$ cat src/rtl/control_unit_pkg.sv
// Shared state encoding, opcode values and ALU operation codes for the control unit.
package control_unit_pkg;

  typedef enum logic [3:0] {
    INIT   = 4'd0,
    FETCH  = 4'd1,
    DECODE = 4'd2,
    NOOP   = 4'd3,
    LOAD_A = 4'd4,
    LOAD_B = 4'd5,
    STORE  = 4'd6,
    ADD    = 4'd7,
    SUB    = 4'd8,
    JUMP   = 4'd9,
    HALT   = 4'd10
  } state_t;

  localparam logic [3:0] OP_NOOP  = 4'd0;
  localparam logic [3:0] OP_STORE = 4'd1;
  localparam logic [3:0] OP_LOAD  = 4'd2;
  localparam logic [3:0] OP_ADD   = 4'd3;
  localparam logic [3:0] OP_SUB   = 4'd4;
  localparam logic [3:0] OP_HALT  = 4'd5;
  localparam logic [3:0] OP_JMP   = 4'd6;
  localparam logic [3:0] OP_JZ    = 4'd7;

  localparam logic [2:0] ALU_PASS = 3'b000;
  localparam logic [2:0] ALU_ADD  = 3'b001;
  localparam logic [2:0] ALU_SUB  = 3'b010;

  // Opcode nibble plus the widest operand layout (three registers, or address + register).
  function automatic int instr_width(input int r_w, input int d_w);
    return 4 + ((3 * r_w > d_w + r_w) ? 3 * r_w : d_w + r_w);
  endfunction

endpackage

$ cat src/rtl/control_unit_fsm.sv
// Control FSM: state register, next-state logic and Moore output decode from state and IR.
module control_unit_fsm
  import control_unit_pkg::*;
#(
  parameter int R_W = 4,
  parameter int D_W = 8,
  localparam int INSTR_W = instr_width(R_W, D_W)
) (
  input  logic               clk,
  input  logic               rst_n,
  input  logic               i_valid,
  input  logic               resume,
  input  logic [INSTR_W-1:0] ir,
  output logic [3:0]         state,
  output logic [3:0]         next_state,
  output logic [D_W-1:0]     d_addr,
  output logic               d_wr,
  output logic               rf_s,
  output logic               rf_w_en,
  output logic [R_W-1:0]     rf_ra_addr,
  output logic [R_W-1:0]     rf_rb_addr,
  output logic [R_W-1:0]     rf_w_addr,
  output logic [2:0]         alu_s0,
  output logic               halted
);

  localparam int TOP = INSTR_W - 5;

  state_t st, nx;

  logic [3:0]     opcode;
  logic [R_W-1:0] fld_ra, fld_rb, fld_w, fld_mem_reg;
  logic [D_W-1:0] fld_mem_addr;

  // Operand fields sit directly below the opcode, MSB-first.
  assign opcode       = ir[INSTR_W-1 -: 4];
  assign fld_ra       = ir[TOP -: R_W];
  assign fld_rb       = ir[TOP-R_W -: R_W];
  assign fld_w        = ir[TOP-2*R_W -: R_W];
  assign fld_mem_addr = ir[TOP -: D_W];
  assign fld_mem_reg  = ir[TOP-D_W -: R_W];

  always_ff @(posedge clk or negedge rst_n) begin
    if (!rst_n) st <= INIT;
    else        st <= nx;
  end

  always_comb begin
    nx         = st;
    d_addr     = '0;
    d_wr       = 1'b0;
    rf_s       = 1'b0;
    rf_w_en    = 1'b0;
    rf_ra_addr = '0;
    rf_rb_addr = '0;
    rf_w_addr  = '0;
    alu_s0     = ALU_PASS;
    halted     = 1'b0;
    case (st)
      INIT:   nx = FETCH;
      FETCH:  if (i_valid) nx = DECODE;
      DECODE: begin
        case (opcode)
          OP_STORE:      nx = STORE;
          OP_LOAD:       nx = LOAD_A;
          OP_ADD:        nx = ADD;
          OP_SUB:        nx = SUB;
          OP_HALT:       nx = HALT;
          OP_JMP, OP_JZ: nx = JUMP;
          default:       nx = NOOP;
        endcase
      end
      NOOP:   nx = FETCH;
      LOAD_A, LOAD_B: begin
        d_addr    = fld_mem_addr;
        rf_w_addr = fld_mem_reg;
        rf_s      = 1'b1;
        rf_w_en   = (st == LOAD_B);
        nx        = (st == LOAD_A) ? LOAD_B : FETCH;
      end
      STORE: begin
        d_addr     = fld_mem_addr;
        rf_ra_addr = fld_mem_reg;
        d_wr       = 1'b1;
        nx         = FETCH;
      end
      ADD, SUB: begin
        rf_ra_addr = fld_ra;
        rf_rb_addr = fld_rb;
        rf_w_addr  = fld_w;
        alu_s0     = (st == ADD) ? ALU_ADD : ALU_SUB;
        rf_w_en    = 1'b1;
        nx         = FETCH;
      end
      JUMP:   nx = FETCH;
      HALT: begin
        halted = 1'b1;
        if (resume) nx = FETCH;
      end
      default: nx = INIT;
    endcase
  end

  assign state      = st;
  assign next_state = nx;

endmodule

$ cat src/rtl/control_unit_param.sv
// Processor control unit top: owns PC, IR and zero flag; sequencing lives in control_unit_fsm.
module control_unit_param
  import control_unit_pkg::*;
#(
  parameter int PC_W = 7,
  parameter int R_W  = 4,
  parameter int D_W  = 8,
  localparam int INSTR_W = instr_width(R_W, D_W)
) (
  input  logic               Clk,
  input  logic               ResetN,
  input  logic [INSTR_W-1:0] I_Data,
  input  logic               I_Valid,
  input  logic               ALU_Zero,
  input  logic               Resume,
  output logic [PC_W-1:0]    I_Addr,
  output logic [PC_W-1:0]    PC_Out,
  output logic [INSTR_W-1:0] IR_Out,
  output logic [3:0]         OutState,
  output logic [3:0]         NextState,
  output logic [D_W-1:0]     D_Addr,
  output logic               D_Wr,
  output logic               RF_s,
  output logic               RF_W_en,
  output logic [R_W-1:0]     RF_Ra_Addr,
  output logic [R_W-1:0]     RF_Rb_Addr,
  output logic [R_W-1:0]     RF_W_Addr,
  output logic [2:0]         ALU_s0,
  output logic               Halted
);

  logic [PC_W-1:0]    pc;
  logic [INSTR_W-1:0] ir;
  logic               z;
  logic [3:0]         state;
  logic               take_branch;

  control_unit_fsm #(.R_W(R_W), .D_W(D_W)) u_fsm (
    .clk        (Clk),
    .rst_n      (ResetN),
    .i_valid    (I_Valid),
    .resume     (Resume),
    .ir         (ir),
    .state      (state),
    .next_state (NextState),
    .d_addr     (D_Addr),
    .d_wr       (D_Wr),
    .rf_s       (RF_s),
    .rf_w_en    (RF_W_en),
    .rf_ra_addr (RF_Ra_Addr),
    .rf_rb_addr (RF_Rb_Addr),
    .rf_w_addr  (RF_W_Addr),
    .alu_s0     (ALU_s0),
    .halted     (Halted)
  );

  // JZ sees the flag left by the most recent ADD/SUB.
  assign take_branch = (ir[INSTR_W-1 -: 4] == OP_JMP) ||
                       ((ir[INSTR_W-1 -: 4] == OP_JZ) && z);

  always_ff @(posedge Clk or negedge ResetN) begin
    if (!ResetN) begin
      pc <= '0;
      ir <= '0;
      z  <= 1'b0;
    end else begin
      if ((state == FETCH) && I_Valid) begin
        ir <= I_Data;
        pc <= pc + PC_W'(1);
      end
      if ((state == JUMP) && take_branch) pc <= ir[PC_W-1:0];
      if ((state == ADD) || (state == SUB)) z <= ALU_Zero;
    end
  end

  assign I_Addr   = pc;
  assign PC_Out   = pc;
  assign IR_Out   = ir;
  assign OutState = state;

endmodule

$ cat config.mk
export PLATFORM = sky130hd
export DESIGN_NAME = control_unit_param
export DESIGN_NICKNAME = d
export VERILOG_FILES = /design/src/rtl/control_unit_pkg.sv /design/src/rtl/control_unit_fsm.sv /design/src/rtl/control_unit_param.sv
export SDC_FILE = /design/constraint.sdc
export NUM_CORES = 1
export LEC_CHECK = 0
export ABC_AREA = 1
export CAP_MARGIN = 20
export CORE_MARGIN = 3
export CORE_UTILIZATION = 35
export DETAILED_ROUTE_END_ITERATION = 10
export PLACE_DENSITY = 0.79
export SLEW_MARGIN = 10
export SYNTH_ARGS = -nofsm -noshare
export SYNTH_HDL_FRONTEND = slang
export SYNTH_SLANG_ARGS = --single-unit
export TNS_END_PERCENT = 5
$ cat constraint.sdc
create_clock -name Clk -period 3 [get_ports Clk]
set_input_delay 0.6 -clock Clk [delete_from_list [all_inputs] [get_ports Clk]]
set_output_delay 0.6 -clock Clk [all_outputs]
set_load 0.03 [all_outputs]
Yosys cells after proc, flatten, opt, wreduce, memory -nomap -nowiden

Index checks and enable logic that the tools add are counted.

Add/sub/neg operators: 1
Eq/ne operators: 17
Multiplexer cells: 17
Reductions and logical operators: 13

Operators by type and width:

| cell                | number |
|---|---|
| $eq 4x3->1 const B  | 8 |
| $pmux 4 s6          | 1 |
| $pmux 4 s5          | 1 |
| $eq 4x2->1 const B  | 4 |
| $mux 4              | 4 |
| $mux 7              | 2 |
| $eq 4x4->1 const B  | 3 |
| $eq 4x1->1 const B  | 2 |
| $mux 8              | 1 |
| $pmux 4 s2          | 1 |
| $add 7x1->7 const B | 1 |
| $mux 3              | 2 |
| $reduce_or 2->1     | 3 |
| $reduce_or 6->1     | 1 |
| $logic_not 4->1     | 1 |
| $reduce_or 4->1     | 1 |
| $logic_and 1x1->1   | 3 |
| $mux 1              | 3 |
| $reduce_or 3->1     | 1 |
| $logic_or 1x1->1    | 2 |
| $mux 2              | 1 |
| $pmux 1 s2          | 1 |
| $reduce_bool 2->1   | 1 |

Register bits: 28
Input port bits: 21

Logic depth before layout (Yosys ltp)

Gate-level depths: netlist of the first run.

Depth in word-level cells: 5
Depth in mapped cells: 7
Gate-level depth less buffers: 7

Hierarchy

Synthesis of the first run repeated with hierarchy kept, for this count alone.

Cell total of the unflattened synthesis: 263
Area total of the unflattened synthesis: 1776.7 um^2

By module, submodules not included:

| module             | instances | cells an instance | area an instance (um^2) |
|---|---|---|---|
| control_unit_param | 1         | 153               | 1239.9 |
| control_unit_fsm   | 1         | 110               | 536.8 |

Worst setup path after synthesis of the first run

No wires, ideal clock.

Kind: flip-flop to output port
From: register u_fsm.st[1], in the netlist u_fsm.state[1]
To: output RF_Rb_Addr[0]
Arrival: 1.743 ns
Slack: 0.657 ns
Stages on the path, launching flop included: 6
Cell sequence: dfrtp_1 nand2_1 nor2_2 nor2_2 buf_6 nor2_1

Cells in the longest elaborated chain, start to end: 3
Elaborated cells between the ends (all ways): 4
Those cells by class: eq/ne: 2; mux: 1; reduce/logical: 1

RTL lines:

| element                                         | RTL line                 | text |
|---|---|---|
| start, declared                                 | control_unit_fsm.sv:29   | `state_t st, nx;` |
| start signal, assigned                          | control_unit_fsm.sv:45   | `else st <= nx;` |
| $eq 4x3->1 / $eq 4x4->1 (equally long branches) | control_unit_fsm.sv:59   | `case (st)` |
| $reduce_or 2->1 (*)                             | control_unit_fsm.sv:59   |  |
| $mux 4 (*)                                      | control_unit_fsm.sv:59   |  |
| end, declared                                   | control_unit_param.sv:26 | `output logic [R_W-1:0] RF_Rb_Addr,` |

Every way passes the cells marked *; elsewhere a longest branch is shown, timed or not.

Worst setup path in the final report of the first run

From: input I_Valid
To: output NextState[0]

Cells in the longest elaborated chain, start to end: 2

RTL lines:

| element         | RTL line                 | text |
|---|---|---|
| start, declared | control_unit_param.sv:13 | `input logic I_Valid,` |
| $mux 4          | control_unit_fsm.sv:61   | `FETCH: if (i_valid) nx = DECODE;` |
| $pmux 4 s5      | control_unit_fsm.sv:59   |  |
| end, declared   | control_unit_param.sv:20 | `output logic [3:0] NextState,` |

No other way between the ends.

==> report_table.html, run 1 <==
<table>
<tr><th>Metric</th><th>Value</th></tr>
<tr><th colspan="2">Finish</th></tr>
<tr><td>Final core utilization</td><td>55.9%</td></tr>
<tr><td>Proportion of layout cells with a drive suffix above 1</td><td>between 10% and 20%</td></tr>
<tr><td>Final non-filler cell area</td><td>0.00271 mm2</td></tr>
<tr><td>Number of diodes</td><td>0</td></tr>
<tr><td>Count of nets after finishing</td><td>332</td></tr>
<tr><td>Area growth from synthesis to final layout</td><td>50.1%</td></tr>
<tr><th colspan="2">Floorplan</th></tr>
<tr><td>Core Footprint</td><td>just under 0.005 mm2</td></tr>
<tr><td>Die W</td><td>between 70 and 80 um</td></tr>
<tr><td>FP Rows</td><td>25</td></tr>
<tr><td>Ports</td><td>86</td></tr>
<tr><td>Die Span Y</td><td>77.8 um</td></tr>
<tr><td>Initial core utilization</td><td>37.2%</td></tr>
<tr><td>Area enclosed by the die boundary</td><td>a little over 0.006 mm2</td></tr>
<tr><th colspan="2">Clocking</th></tr>
<tr><td>Hold buffer count at CTS</td><td>0</td></tr>
<tr><td>Number of buffers created by CTS</td><td>3</td></tr>
<tr><td>Clock transition at the register clock pins on the worst setup and hold paths after CTS</td><td>~100 ps</td></tr>
<tr><td>Number of H-tree levels</td><td>1</td></tr>
<tr><td>Root Buffer Master</td><td>clkbuf_8</td></tr>
<tr><td>Buffer depth of the longest clock path</td><td>2</td></tr>
<tr><td>CTS tree</td><td>done</td></tr>
<tr><td>Latest clock arrival within the worst-skew pair</td><td>270 ps</td></tr>
<tr><td>Clock sinks</td><td>28</td></tr>
<tr><th colspan="2">STA</th></tr>
<tr><td>Worst rel slew slack</td><td>64.4%</td></tr>
<tr><td>Final hold slack</td><td>543 ps</td></tr>
<tr><td>Setup repair after global routing missed its margin</td><td>false</td></tr>
<tr><td>Endpoints failing hold</td><td>0</td></tr>
<tr><td>Aggregate negative setup slack</td><td>0 ps</td></tr>
<tr><td>Max Clock Skew</td><td>7.80 ps</td></tr>
<tr><td>Setup-failing EPs final</td><td>0</td></tr>
<tr><td>Shortest clock period the worst path allows after layout</td><td>about 2800 ps</td></tr>
<tr><td>Worst setup slack after layout</td><td>172 ps</td></tr>
<tr><td>Maximum achievable frequency</td><td>~350 MHz</td></tr>
<tr><td>Fin crit share</td><td>94.3%</td></tr>
<tr><td>Final Slew Violations</td><td>0</td></tr>
<tr><td>Transition time at the pin with the least slew margin</td><td>around 530 ps</td></tr>
<tr><th colspan="2">Synthesis</th></tr>
<tr><td>Gate Count Post-Synth</td><td>around 230</td></tr>
<tr><td>Count of unique library cells instantiated by Yosys</td><td>29</td></tr>
<tr><td>Cell type with the highest aggregate area in the netlist</td><td>dfrtp_1</td></tr>
<tr><td>Average cell area after synthesis</td><td>about 7.9 um2</td></tr>
<tr><td>Number of register bits inferred by synthesis</td><td>28</td></tr>
<tr><td>Most common cell in the synthesized netlist</td><td>nand2_1</td></tr>
<tr><td>Share of synthesized area occupied by flip-flops and latches</td><td>slightly below 40%</td></tr>
<tr><td>Number of warnings printed during yosys synthesis</td><td>0</td></tr>
<tr><td>Number of enable-type register cells in the synthesized netlist</td><td>0</td></tr>
<tr><td>Cell Area, Synth</td><td>0.00180 mm2</td></tr>
<tr><td>Net count after synthesis</td><td>between 200 and 300</td></tr>
<tr><td>Share of async-settable or async-resettable flops after synthesis</td><td>100%</td></tr>
<tr><td>Cell types with the largest area share after synthesis</td><td>dfrtp_1 39%, nand2_1 11%, o21ai_2 7.3%</td></tr>
<tr><td>Most used flip-flop cell after synthesis</td><td>dfrtp_1</td></tr>
<tr><td>Area share of the leading cell type in the synthesized netlist</td><td>between 30% and 40%</td></tr>
<tr><td>Top cells by count, synth</td><td>52 x nand2_1, 28 x dfrtp_1, 28 x inv_1, 20 x nand3_1, 19 x nor2_1</td></tr>
<tr><th colspan="2">Route</th></tr>
<tr><td>Remaining DRCs</td><td>0</td></tr>
<tr><td>Initial DRC count</td><td>68</td></tr>
<tr><td>First-pass iteration count of the detailed router</td><td>5</td></tr>
<tr><td>Total number of vias</td><td>1,734</td></tr>
<tr><td>Post-route ant nets</td><td>0</td></tr>
<tr><td>Wire length per cell after detailed routing</td><td>12.9 um</td></tr>
<tr><td>Final routed wirelength across all metal layers</td><td>4870 um</td></tr>
<tr><td>Number of vias per cell</td><td>4.61</td></tr>
<tr><th colspan="2">Power and ir drop</th></tr>
<tr><td>Pwr dens</td><td>1020 mW/mm2</td></tr>
<tr><td>Switch share</td><td>51.4%</td></tr>
<tr><td>Static Leakage</td><td>roughly 1.2 nW</td></tr>
<tr><td>Peak VDD IR</td><td>0.478 mV</td></tr>
<tr><td>Power Internal</td><td>0.00134 W</td></tr>
<tr><td>Sequential Power Share</td><td>27.1%</td></tr>
<tr><td>Net switching power of the design</td><td>0.00142 W</td></tr>
<tr><td>Portion of total power attributed to the clock network</td><td>under 10%</td></tr>
<tr><td>Combinational share of power</td><td>~64%</td></tr>
<tr><th colspan="2">Place</th></tr>
<tr><td>Estimated wirelength of the detail-placed design</td><td>3850 um</td></tr>
<tr><td>Final weighted congestion of routability-driven global placement</td><td>between 0.8 and 0.9</td></tr>
<tr><td>Placed standard-cell area</td><td>0.00262 mm2</td></tr>
<tr><td>Port Buffers</td><td>84</td></tr>
<tr><td>Place WS</td><td>197 ps</td></tr>
<tr><th colspan="2">Worst setup path</th></tr>
<tr><td>Data required time at the worst endpoint</td><td>between 2000 and 2500 ps</td></tr>
<tr><td>Worst Setup EP</td><td>NextState[0]</td></tr>
<tr><td>R2r worst-path depth</td><td>6</td></tr>
<tr><td>Arr. time, crit path</td><td>2230 ps</td></tr>
<tr><td>Type of the setup path with the least slack</td><td>input port to output pin</td></tr>
<tr><td>Endpoint kind of the worst setup timing path</td><td>output pin</td></tr>
<tr><td>Critical path startpoint category</td><td>input port</td></tr>
<tr><td>Setup slack, reg-to-reg</td><td>~1600 ps</td></tr>
<tr><td>Maximum fanout count along the critical path</td><td>2</td></tr>
<tr><td>FF-to-FF Start</td><td>u_fsm.state[0]</td></tr>
<tr><td>Crit path from</td><td>I_Valid</td></tr>
<tr><td>Capture point of the worst reg-to-reg path</td><td>I_Addr[6]</td></tr>
<tr><th colspan="2">Outcome</th></tr>
<tr><td>Status</td><td>completed</td></tr>
<tr><th colspan="2">Worst hold path</th></tr>
<tr><td>Path class of the lowest-slack min-delay path</td><td>flip-flop to flip-flop</td></tr>
<tr><td>Min-Delay Path Depth</td><td>2</td></tr>
<tr><th colspan="2">Global routing</th></tr>
<tr><td>Largest net degree at the start of global routing</td><td>35</td></tr>
<tr><td>Total Routing Usage GR</td><td>17.1%</td></tr>
<tr><td>Initial antenna violation count</td><td>0</td></tr>
<tr><td>Global-route wire length before repair</td><td>8440 um</td></tr>
<tr><td>GRT overflow</td><td>0</td></tr>
<tr><td>Via count of the first global-routing pass</td><td>1,746</td></tr>
<tr><th colspan="2">Flow run</th></tr>
<tr><td>Max Cap Viol</td><td>0</td></tr>
</table>
[kinds of logic after synthesis]
logic type                 count (synthesis)  share of synthesized area, %
xor gates and xnor gates                   3                          1.46
other                                      1                         0.208
and+or+nand+nor                          121                          33.3
DFF                                       28                          38.8
adders and majority gates                  1                         0.693
AOI/OAI and AO/OA                         29                          11.9
buffers and inverters                     45                          13.6
[power groups by stage]
stage / clock network (W) / logic (W) / registers [W]
6_report: 0.000235 / 0.00178 / 0.000747
5_1_grt: 0.000260 / 0.00193 / 0.000782
4_1_cts: 0.000241 / 0.00179 / 0.000748
3_5_place_dp: 0 / 0.00179 / 0.000756
3_3_place_gp: 0 / 0.00177 / 0.000748
2_1_floorplan: 0 / 0.000912 / 0.00102
[state kept, by name (all words and copies together) (netlist names)]
name and count:
z 1, I_Addr 7, u_fsm.state 4, IR_Out 16
[layer usage]
metal	track usage, %	up-vias	part of all wire, %
met2	28.9	59	49
met1	22.7	794	45
li1	-	877	-
met4	2.85	0	0.60
met5	0	-	0
met3	3.48	4	5.9
[critical path, cell delays in order]
cell	delay [ps]
clkdlybuf4s50_1	440
inv_1	170
nand2_1	90
nand2_1	60
nand3b_1	160
clkdlybuf4s50_1	700
[metrics by stage]
step / std cells / power (W)
final: 376 / 0.00276
after global routing: 376 / 0.00297
after CTS: 372 / 0.00278
after detailed placement: 368 / 0.00254
after global placement: 368 / 0.00251
after floorplan: 228 / 0.00193
[area by class of cell]
cell class,count,area [um2]
fillers,471,2140
clock buffers,4,55.1
well taps,67,83.8
flip-flops and latches,28,701
multi-input cells,155,863
repair buffers,90,886
inverters,32,120
[placed cells by master, fill, tap and decap left out, types with 3 or more instances in the layout]
master	instances
nand3_2	3
dfrtp_1	28
clkdlybuf4s50_1	84
nor2_4	3
nand4_1	7
nor2_1	19
o21ai_0	6
inv_1	28
o21ai_2	15
nor2_2	5
buf_4	6
nand2_1	52
nand3_1	20
clkbuf_8	4
nand2_2	7
inv_2	4
[worst min-delay path by stage]
stage               startpoint   endpoint
finish                       z          z
global placement             z          z
floorplan               ResetN  IR_Out[0]
global route                 z          z
detailed placement           z          z
CTS                          z          z
[what timing repair did]
item,4_1_cts,5_1_grt
setup endpoints to repair,4,4
resized for setup,1,0
buffers inserted,0,4
pin swaps,0,1
Power figures use the tool's default switching activity.
==> inputs of run 2 (changes only) <==
Settings changed: GPL_ROUTABILITY_DRIVEN from default to 0, SLEW_MARGIN 10 to default.
==> results of run 2 <==
No change in the layout: final DEF, timing and power equal those of run 1.
==> inputs of run 3 (changes only) <==
Settings changed: CTS_CLUSTER_SIZE from default to 30, MAX_ROUTING_LAYER from default to met4.
==> report_table.html, run 3 (synthesis results as in run 1) <==
<table>
<tr><th>Metric</th><th>Value</th></tr>
<tr><th colspan="2">Place</th></tr>
<tr><td>Port Buffers</td><td>84</td></tr>
<tr><td>Estimated wirelength of the detail-placed design</td><td>around 3900 um</td></tr>
<tr><td>Place WS</td><td>197 ps</td></tr>
<tr><th colspan="2">Worst setup path</th></tr>
<tr><td>Type of the setup path with the least slack</td><td>input port to output pin</td></tr>
<tr><td>Slowest-stage cell, CP</td><td>clkdlybuf4s50_1</td></tr>
<tr><td>Largest incremental delay on the critical path</td><td>700 ps</td></tr>
<tr><td>FF-to-FF Start</td><td>u_fsm.state[0]</td></tr>
<tr><td>Critical path startpoint category</td><td>input port</td></tr>
<tr><td>Arr. time, crit path</td><td>2230 ps</td></tr>
<tr><td>Critical Path, Cell by Cell</td><td>clkdlybuf4s50_1 &gt; inv_1 &gt; nand2_1 &gt; nand2_1 &gt; nand3b_1 &gt; clkdlybuf4s50_1</td></tr>
<tr><td>Maximum fanout count along the critical path</td><td>2</td></tr>
<tr><td>Endpoint kind of the worst setup timing path</td><td>output pin</td></tr>
<tr><td>Data required time at the worst endpoint</td><td>2400 ps</td></tr>
<tr><td>Crit path from</td><td>I_Valid</td></tr>
<tr><th colspan="2">Finish</th></tr>
<tr><td>Proportion of layout cells with a drive suffix above 1</td><td>approximately 17%</td></tr>
<tr><td>Number of diodes</td><td>0</td></tr>
<tr><td>Count of nets after finishing</td><td>~330</td></tr>
<tr><td>Final core utilization</td><td>55.9%</td></tr>
<tr><td>Commonest cells after routing, fill and taps aside</td><td>84 x clkdlybuf4s50_1, 52 x nand2_1, 28 x dfrtp_1, 28 x inv_1, 20 x nand3_1</td></tr>
<tr><td>Area growth from synthesis to final layout</td><td>50.1%</td></tr>
<tr><td>Largest register FFs</td><td>16</td></tr>
<tr><td>Commonest non-fill, non-tap cell in the layout</td><td>clkdlybuf4s50_1</td></tr>
<tr><th colspan="2">STA</th></tr>
<tr><td>Endpoints failing hold</td><td>0</td></tr>
<tr><td>Fin crit share</td><td>a little over nine tenths</td></tr>
<tr><td>Max Clock Skew</td><td>8.13 ps</td></tr>
<tr><td>Final Slew Violations</td><td>0</td></tr>
<tr><td>Worst rel slew slack</td><td>64.2%</td></tr>
<tr><td>Shortest clock period the worst path allows after layout</td><td>2830 ps</td></tr>
<tr><td>Worst setup slack after layout</td><td>168 ps</td></tr>
<tr><td>Aggregate negative setup slack</td><td>0 ps</td></tr>
<tr><td>Transition time at the pin with the least slew margin</td><td>between 500 and 600 ps</td></tr>
<tr><td>Setup repair after global routing missed its margin</td><td>false</td></tr>
<tr><td>Maximum achievable frequency</td><td>between 300 and 400 MHz</td></tr>
<tr><td>Setup-failing EPs final</td><td>0</td></tr>
<tr><th colspan="2">Global routing</th></tr>
<tr><td>Initial antenna violation count</td><td>0</td></tr>
<tr><td>Total Routing Usage GR</td><td>around 18%</td></tr>
<tr><td>Global-route wire length before repair</td><td>8470 um</td></tr>
<tr><td>GRT overflow</td><td>0</td></tr>
<tr><td>Largest net degree at the start of global routing</td><td>35</td></tr>
<tr><td>Via count of the first global-routing pass</td><td>1,749</td></tr>
<tr><th colspan="2">Floorplan</th></tr>
<tr><td>Initial core utilization</td><td>between 30% and 40%</td></tr>
<tr><td>Area enclosed by the die boundary</td><td>0.00605 mm2</td></tr>
<tr><td>FP Rows</td><td>25</td></tr>
<tr><td>Die W</td><td>between 70 and 80 um</td></tr>
<tr><td>Ports</td><td>86</td></tr>
<tr><td>Die Span Y</td><td>77.8 um</td></tr>
<tr><td>Core Footprint</td><td>0.00485 mm2</td></tr>
<tr><th colspan="2">Clocking</th></tr>
<tr><td>Clock sinks</td><td>28</td></tr>
<tr><td>Latest clock arrival within the worst-skew pair</td><td>280 ps</td></tr>
<tr><td>Clock transition at the register clock pins on the worst setup and hold paths after CTS</td><td>100 ps</td></tr>
<tr><td>CTS tree</td><td>done</td></tr>
<tr><td>Number of H-tree levels</td><td>1</td></tr>
<tr><td>Root Buffer Master</td><td>clkbuf_8</td></tr>
<tr><td>Buffer depth of the longest clock path</td><td>2</td></tr>
<tr><td>Number of buffers created by CTS</td><td>3</td></tr>
<tr><th colspan="2">Worst hold path</th></tr>
<tr><td>Launch point of the worst hold path</td><td>z</td></tr>
<tr><td>Path class of the lowest-slack min-delay path</td><td>flip-flop to flip-flop</td></tr>
<tr><th colspan="2">Route</th></tr>
<tr><td>Total number of vias</td><td>1,744</td></tr>
<tr><td>Wire length per cell after detailed routing</td><td>12.9 um</td></tr>
<tr><td>Remaining DRCs</td><td>0</td></tr>
<tr><td>Final routed wirelength across all metal layers</td><td>4860 um</td></tr>
<tr><td>Number of vias per cell</td><td>4.64</td></tr>
<tr><td>Post-route ant nets</td><td>0</td></tr>
<tr><td>First-pass iteration count of the detailed router</td><td>7</td></tr>
<tr><td>Initial DRC count</td><td>between 70 and 80</td></tr>
<tr><th colspan="2">Outcome</th></tr>
<tr><td>Status</td><td>completed</td></tr>
<tr><th colspan="2">Flow run</th></tr>
<tr><td>Max Cap Viol</td><td>0</td></tr>
<tr><th colspan="2">Power and ir drop</th></tr>
<tr><td>Static Leakage</td><td>1.22 nW</td></tr>
<tr><td>Pwr dens</td><td>1020 mW/mm2</td></tr>
<tr><td>Peak VDD IR</td><td>0.480 mV</td></tr>
</table>
[run 3: cell counts in the layout (fill, tap and decap cells not counted)]
Identical to the previous run, type by type.
[run 3: final cells by class]
type / count / area [um2]
Fill cell: 471 / 2140
Timing Repair Buffer: 90 / 886
Multi-Input combinational cell: 155 / 863
Sequential cell: 28 / 701
Inverter: 32 / 120
Tap cell: 67 / 83.8
Clock buffer: 4 / 55.1
[run 3: path summary, 6_finish.rpt]
kind | slack, ps | to | cells after the start
setup reg to reg | 1550 | I_Addr[6] | 6
setup / recovery | 170 | NextState[0] | 6
hold reg to reg | 550 | z | 2
min in group asynchronous | 690 | I_Addr[0] | 2
hold / removal | 550 | z | 2
max in group asynchronous | 2030 | IR_Out[8] | 2
[run 3: critical path, delay by kind of cell]
| family | cells | cell delay [ps] |
|---|---|---|
| buffers and inverters | 3 | 1310 |
| and+or+nand+nor | 3 | 310 |
[run 3: repair_timing]
| item | CTS | global route |
|---|---|---|
| endpoints found under the hold margin | 0 | 0 |
| resized for setup | 1 | 0 |
| hold buffers | 0 | 0 |
| setup endpoints to repair | 4 | 4 |
| pin swaps | 0 | 1 |
| buffers inserted | 0 | 4 |
[run 3: power breakdown]
group          internal [W]  leakage [nW]  switching [W]  total [W]
Clock              0.000118        0.0288       0.000121   0.000238
Sequential         0.000543         0.351       0.000204   0.000747
Combinational      0.000681         0.840        0.00110    0.00178
[run 3: metal layers]
metal  wire length [um]  track usage [%]  share of wire (%)  vias up
li1                   -                -                  -      877
met1               2190             23.1                 45      804
met2               2400             29.1                 49       59
met3                233             2.78                4.8        4
met4                 29             2.85               0.60        0
met5                  0                -                  0        -
[run 3: per-stage QoR]
| step | area, um2 | hold slack [ps] | power [W] | instances |
|---|---|---|---|---|
| final | 2710 | 546 | 0.00277 | 376 |
| after global routing | 2710 | 584 | 0.00297 | 376 |
| after CTS | 2680 | 549 | 0.00278 | 372 |
| after detailed placement | 2620 | 522 | 0.00254 | 368 |
| after global placement | 2620 | 492 | 0.00251 | 368 |
| after floorplan | 1800 | 304 | 0.00193 | 228 |
